==> src/rtl/pc_sequencer.sv <==
// Program-counter sequencer: sequential advance, branch/call targets and a
// bounded circular return-address stack with sticky overflow/underflow flags.
module pc_sequencer #(
  parameter int unsigned      WIDTH    = 32,
  parameter int unsigned      STEP     = 4,
  parameter int unsigned      DEPTH    = 4,
  parameter logic [WIDTH-1:0] RESET_PC = '0
) (
  input  logic                       Clk,
  input  logic                       Reset,
  input  logic                       Stall,
  input  logic                       Branch,
  input  logic [WIDTH-1:0]           BranchTarget,
  input  logic                       Call,
  input  logic [WIDTH-1:0]           CallTarget,
  input  logic                       Ret,
  output logic [WIDTH-1:0]           PC,
  output logic [$clog2(DEPTH+1)-1:0] StackCount,
  output logic                       Overflow,
  output logic                       Underflow
);

  localparam int unsigned CW = $clog2(DEPTH + 1);
  localparam int unsigned PW = (DEPTH > 1) ? $clog2(DEPTH) : 1;

  logic [WIDTH-1:0] stack_mem [DEPTH];
  logic [PW-1:0]    wr_ptr;
  logic [PW-1:0]    wr_ptr_inc;
  logic [PW-1:0]    top_ptr;
  logic [PW-1:0]    ptr_next;
  logic [WIDTH-1:0] pc_seq;
  logic [WIDTH-1:0] pc_next;
  logic [CW-1:0]    count_next;
  logic             overflow_next;
  logic             underflow_next;
  logic             stack_full;
  logic             stack_empty;
  logic             push;

  always_comb begin
    pc_seq      = PC + WIDTH'(STEP);
    wr_ptr_inc  = (wr_ptr == PW'(DEPTH - 1)) ? '0 : wr_ptr + PW'(1);
    top_ptr     = (wr_ptr == '0) ? PW'(DEPTH - 1) : wr_ptr - PW'(1);
    stack_full  = (StackCount == CW'(DEPTH));
    stack_empty = (StackCount == '0);

    pc_next        = PC;
    count_next     = StackCount;
    ptr_next       = wr_ptr;
    overflow_next  = Overflow;
    underflow_next = Underflow;
    push           = 1'b0;

    if (!Stall) begin
      if (Ret) begin
        if (!stack_empty) begin
          pc_next    = stack_mem[top_ptr];
          count_next = StackCount - CW'(1);
          ptr_next   = top_ptr;
        end else begin
          pc_next        = pc_seq;
          underflow_next = 1'b1;
        end
      end else if (Call) begin
        // Pointer always advances; on a full stack this overwrites the oldest
        // entry while the count saturates at DEPTH.
        push     = 1'b1;
        ptr_next = wr_ptr_inc;
        pc_next  = CallTarget;
        if (stack_full) begin
          overflow_next = 1'b1;
        end else begin
          count_next = StackCount + CW'(1);
        end
      end else if (Branch) begin
        pc_next = BranchTarget;
      end else begin
        pc_next = pc_seq;
      end
    end
  end

  always_ff @(posedge Clk) begin
    if (Reset) begin
      PC         <= RESET_PC;
      StackCount <= '0;
      wr_ptr     <= '0;
      Overflow   <= 1'b0;
      Underflow  <= 1'b0;
    end else begin
      PC         <= pc_next;
      StackCount <= count_next;
      wr_ptr     <= ptr_next;
      Overflow   <= overflow_next;
      Underflow  <= underflow_next;
    end
  end

  always_ff @(posedge Clk) begin
    if (push && !Reset) begin
      stack_mem[wr_ptr] <= pc_seq;
    end
  end

endmodule

==> config.mk <==
export PLATFORM = sky130hd
export DESIGN_NAME = pc_sequencer
export DESIGN_NICKNAME = d
export VERILOG_FILES = /design/src/rtl/pc_sequencer.sv
export SDC_FILE = /design/constraint.sdc
export NUM_CORES = 1
export LEC_CHECK = 0
export CAP_MARGIN = 15
export CORE_MARGIN = 2
export CORE_UTILIZATION = 55
export CTS_CLUSTER_SIZE = 14
export DETAILED_ROUTE_END_ITERATION = 8
export PLACE_DENSITY_LB_ADDON = 0.08
export SYNTH_ARGS = -nofsm -noshare
export SYNTH_HDL_FRONTEND = slang
export SYNTH_SLANG_ARGS = --single-unit
==> constraint.sdc <==
create_clock -name Clk -period 3.95 [get_ports Clk]
set_clock_uncertainty 0.1 [all_clocks]
set_input_delay 0.9875 -clock Clk [delete_from_list [all_inputs] [get_ports Clk]]
set_output_delay 0.9875 -clock Clk [all_outputs]
set_load 0.02 [all_outputs]
==> impl_metrics.prom <==
# TYPE chip_impl_metric gauge
chip_impl_metric{name="synth_simple_gate_area_share",unit="%"} 10.0
chip_impl_metric{name="area_growth",unit="%"} 24.8
chip_impl_metric{name="netlist.area_leader.share",unit="%"} 49.9
chip_impl_metric{name="cts.hold.buffers_added",unit=""} 0
chip_impl_metric{name="floorplan.initialDensity",unit="%"} 55.9
chip_impl_metric{name="fp.dieW",unit="µm"} 122
chip_impl_metric{name="pwr-share-seq",unit="%"} 48.3
chip_impl_info{name="unrepaired_setup_endpoints_after_global_routing",value="false"} 1
chip_impl_metric{name="cts_max_path_buffers",unit=""} 2
chip_impl_metric{name="timing.critical_path.fanout_max",unit=""} 14
chip_impl_info{name="yosys.area.top_type",value="sky130_fd_sc_hd__edfxtp_1"} 1
chip_impl_metric{name="place_congestion",unit=""} 0.899
chip_impl_info{name="tritoncts",value="yes"} 1
chip_impl_metric{name="synth.mux.area_fraction",unit="%"} 9.90
chip_impl_metric{name="floorplan.die.height",unit="µm"} 122
chip_impl_metric{name="finalMaxSlewViolations",unit=""} 0
chip_impl_metric{name="finalHoldViolCount",unit=""} 0
chip_impl_info{name="synth_top_area_cells",value="sky130_fd_sc_hd__edfxtp_1 (50%), sky130_fd_sc_hd__dfxtp_1 (10%), sky130_fd_sc_hd__mux4_2 (9.4%)"} 1
chip_impl_metric{name="portBuffers",unit=""} 106
chip_impl_metric{name="clock_power_share",unit="%"} 37.6
chip_impl_metric{name="number_of_enable_type_register_cells_in_the_synthesized_netlist",unit=""} 128
chip_impl_info{name="run_status",value="completed"} 1
chip_impl_metric{name="setup_viol",unit=""} 0
chip_impl_metric{name="timing.critical_path.slowest_cell_delay",unit="ps"} 530
chip_impl_metric{name="drt_wl_total",unit="µm"} 20300
chip_impl_metric{name="cts.htree.levels",unit=""} 4
chip_impl_metric{name="power",unit="W"} 0.00416
chip_impl_metric{name="via_count_of_the_first_global_routing_pass",unit=""} 5503
chip_impl_metric{name="synth_adder_area_share",unit="%"} 1.07
chip_impl_info{name="critical-path-slowest-cell",value="sky130_fd_sc_hd__nor2b_4"} 1
chip_impl_metric{name="synth_fp_nets",unit=""} 638
chip_impl_metric{name="power.switching",unit="W"} 0.00106
chip_impl_metric{name="clkTransAtPathRegs",unit="ps"} 60
chip_impl_metric{name="worst_path_required",unit="ps"} 4150
chip_impl_metric{name="num_io_pins",unit=""} 107
chip_impl_metric{name="cts_repair_resize_count",unit=""} 0
chip_impl_info{name="timing.critical_path.cells",value="inv_1 -> ha_1 -> nor2b_4 -> buf_4 -> mux4_2 -> a222oi_1 -> a31o_2 -> a21oi_1"} 1
chip_impl_metric{name="all_layer_global_routing_usage",unit="%"} 28.1
chip_impl_info{name="critPathKind",value="flop to flop"} 1
chip_impl_metric{name="critical_path_data_arrival_time",unit="ps"} 3210
chip_impl_info{name="type_of_element_capturing_the_critical_path",value="flop"} 1
chip_impl_metric{name="post-route-min-period",unit="ps"} 3010
chip_impl_metric{name="design.final.nets",unit=""} 747
chip_impl_metric{name="cts_setup_buffers",unit=""} 0
chip_impl_metric{name="insertion_delay",unit="ps"} 430
chip_impl_metric{name="drc_violation_total_after_the_first_tritonroute_iteration",unit=""} 701
chip_impl_info{name="postSynth.topFlopCell",value="sky130_fd_sc_hd__edfxtp_1"} 1
chip_impl_metric{name="post_route_cells_drive_above_1_share",unit="%"} 15.8
chip_impl_metric{name="sum_of_negative_setup_slack",unit="ps"} 0
chip_impl_metric{name="drt-wirelength-per-cell",unit="µm"} 23.5
chip_impl_metric{name="power_frac_comb",unit="%"} 14.1
chip_impl_metric{name="finalCritPeriodShare",unit="%"} 76.2
chip_impl_info{name="synthMostInstantiatedCell",value="sky130_fd_sc_hd__edfxtp_1"} 1
chip_impl_metric{name="total_leakage_power",unit="nW"} 3.21
chip_impl_metric{name="synth_seq_cells",unit=""} 167
chip_impl_metric{name="synth.yosys.warnings",unit=""} 0
chip_impl_metric{name="cts_inserted_buffers",unit=""} 17
chip_impl_metric{name="number_of_diodes_added_for_antenna_fixing",unit=""} 0
chip_impl_metric{name="remaining_drc_errors",unit=""} 0
chip_impl_metric{name="antenna_found_initial",unit=""} 0
chip_impl_metric{name="peak_ir_drop_on_the_vdd_network",unit="mV"} 0.390
chip_impl_metric{name="synth.avg_cell_area",unit="µm²"} 13.7
chip_impl_metric{name="slew-limit-headroom",unit="%"} 47.8
chip_impl_info{name="ctsRootBufferMaster",value="sky130_fd_sc_hd__clkbuf_16"} 1
chip_impl_metric{name="post_synth_inst_count",unit=""} 562
chip_impl_info{name="setup.worst_path.start_class",value="flop"} 1
chip_impl_metric{name="firstDrtPassIters",unit=""} 8
chip_impl_metric{name="gr-total-overflow",unit=""} 0
chip_impl_metric{name="pwr_density_cell",unit="mW/mm²"} 433
chip_impl_info{name="worst_hold_path_type",value="flop to flop"} 1
chip_impl_metric{name="post_synth_instance_area",unit="mm²"} 0.00770
chip_impl_metric{name="sw_frac_of_total",unit="%"} 25.6
chip_impl_metric{name="synth.yosys.seq_area_share",unit="%"} 60.1
chip_impl_metric{name="post-dp-hpwl",unit="µm"} 13600
chip_impl_metric{name="num_vias",unit=""} 5644
chip_impl_info{name="synth.top_cells.by_count",value="sky130_fd_sc_hd__edfxtp_1 (128), sky130_fd_sc_hd__dfxtp_1 (39), sky130_fd_sc_hd__nand2_1 (34)"} 1
chip_impl_metric{name="detail-route-antenna-nets",unit=""} 0
chip_impl_metric{name="drt-vias-per-instance",unit=""} 6.53
chip_impl_metric{name="rows",unit=""} 43
chip_impl_metric{name="maximum_number_of_pins_on_one_net_before_global_route_repair",unit=""} 34
chip_impl_info{name="combinational_family_with_the_most_area_after_synthesis",value="compound AO/OA/AOI/OAI gates"} 1
chip_impl_metric{name="numClockSinks",unit=""} 167
chip_impl_metric{name="synthArstFlopShare",unit="%"} 0
chip_impl_metric{name="die_area",unit="mm²"} 0.0150
chip_impl_metric{name="ys_types",unit=""} 59
chip_impl_metric{name="worst_pin_slew",unit="ps"} 777
chip_impl_metric{name="timing.fmax",unit="GHz"} 0.332
chip_impl_metric{name="grt_first_pass_wirelength",unit="µm"} 31000
chip_impl_metric{name="synthXorXnorAreaFrac",unit="%"} 2.73
chip_impl_metric{name="cellInternalPower",unit="W"} 0.00309
chip_impl_metric{name="area_fraction_in_compound_gates_after_synthesis",unit="%"} 13.1
chip_impl_metric{name="max_cap_viol_count",unit=""} 0
chip_impl_metric{name="fp.coreArea",unit="mm²"} 0.0138
==> state kept, by name, summed over array words and instances (netlist names) <==
register and cells:
Overflow 1, PC 32, StackCount 3, Underflow 1, stack_mem 128, wr_ptr 2
==> kinds of logic after synthesis <==
family          Yosys count
fa+ha+maj                 6
buf+inv                  55
compound gates          134
flops                   167
mux                      36
simple gates            140
xor+xnor                 24
==> layout make-up <==
class	instances	area [µm²]
sequential	167	4620
fill	969	4170
multi-input combinational	340	2860
timing repair buffer	131	1290
clock buffer	18	429
tap	180	225
clock inverter	14	125
inverter	14	52.6
==> path summary, 6_finish.rpt <==
path / start / to / slack (ps) / cells after the start
worst max-delay path: wr_ptr[0] / PC[14] / 940 / 8
worst min-delay path: Underflow / Underflow / 390 / 2
worst max register to register: wr_ptr[0] / PC[14] / 940 / 8
worst min register to register: Underflow / Underflow / 390 / 2
==> worst max-delay path: cells and delay by family, from the launching register on <==
| kind | cells | cell delay [ps] |
|---|---|---|
| buffers and inverters | 2 | 460 |
| flip-flops | 1 | 450 |
| adder cells (fa/ha/maj) | 1 | 250 |
| multiplexers | 1 | 530 |
| AND/OR/NAND/NOR | 1 | 530 |
| AO/OA/AOI/OAI | 3 | 560 |
==> metal layers <==
layer  wire length, µm  global-route usage, %
met5                 0                      0
met4               342                   8.48
met3              1550                   4.74
met2             10100                   46.0
met1              8350                   39.0
==> stage by stage <==
step                      cells  area [µm²]  setup WS [ps]  util (%)  hold slack (ps)
after floorplan             562        7700            433         -              383
after global placement      832        9050            720      65.7              361
after detailed placement    832        9050            661      65.7              380
after CTS                   864        9610            893      69.7              395
after global routing        864        9610            710      69.7              446
final                       864        9610            939      69.7              391
==> layout by cell type, fill, tap and decap left out, types with 6 or more instances in the layout <==
master                            count
sky130_fd_sc_hd__edfxtp_1           128
sky130_fd_sc_hd__clkdlybuf4s50_1    106
sky130_fd_sc_hd__dfxtp_1             39
sky130_fd_sc_hd__nand2_1             34
sky130_fd_sc_hd__mux4_2              32
sky130_fd_sc_hd__a222oi_1            25
sky130_fd_sc_hd__nor2_1              23
sky130_fd_sc_hd__buf_4               22
sky130_fd_sc_hd__o21ai_0             21
sky130_fd_sc_hd__a31oi_1             18
sky130_fd_sc_hd__clkbuf_16           17
sky130_fd_sc_hd__inv_1               14
sky130_fd_sc_hd__nand4_1             14
sky130_fd_sc_hd__nand3_1             12
sky130_fd_sc_hd__xor2_1              12
sky130_fd_sc_hd__xnor2_1             12
sky130_fd_sc_hd__a21oi_1             12
sky130_fd_sc_hd__o211ai_1            10
sky130_fd_sc_hd__a22oi_1              9
sky130_fd_sc_hd__nor3_1               8
sky130_fd_sc_hd__or4_1                8
sky130_fd_sc_hd__o21a_1               7
sky130_fd_sc_hd__and3_1               6
sky130_fd_sc_hd__nand2b_1             6
==> power groups by stage <==
stage          Sequential, W  Clock, W  Combinational, W
3_5_place_dp         0.00204         0          0.000582
5_1_grt              0.00201   0.00165          0.000628
6_report             0.00201   0.00156          0.000588
2_1_floorplan        0.00206         0          0.000304
4_1_cts              0.00201   0.00157          0.000585
3_3_place_gp         0.00204         0          0.000569
Note: power is estimated with default switching activity, not from simulation.
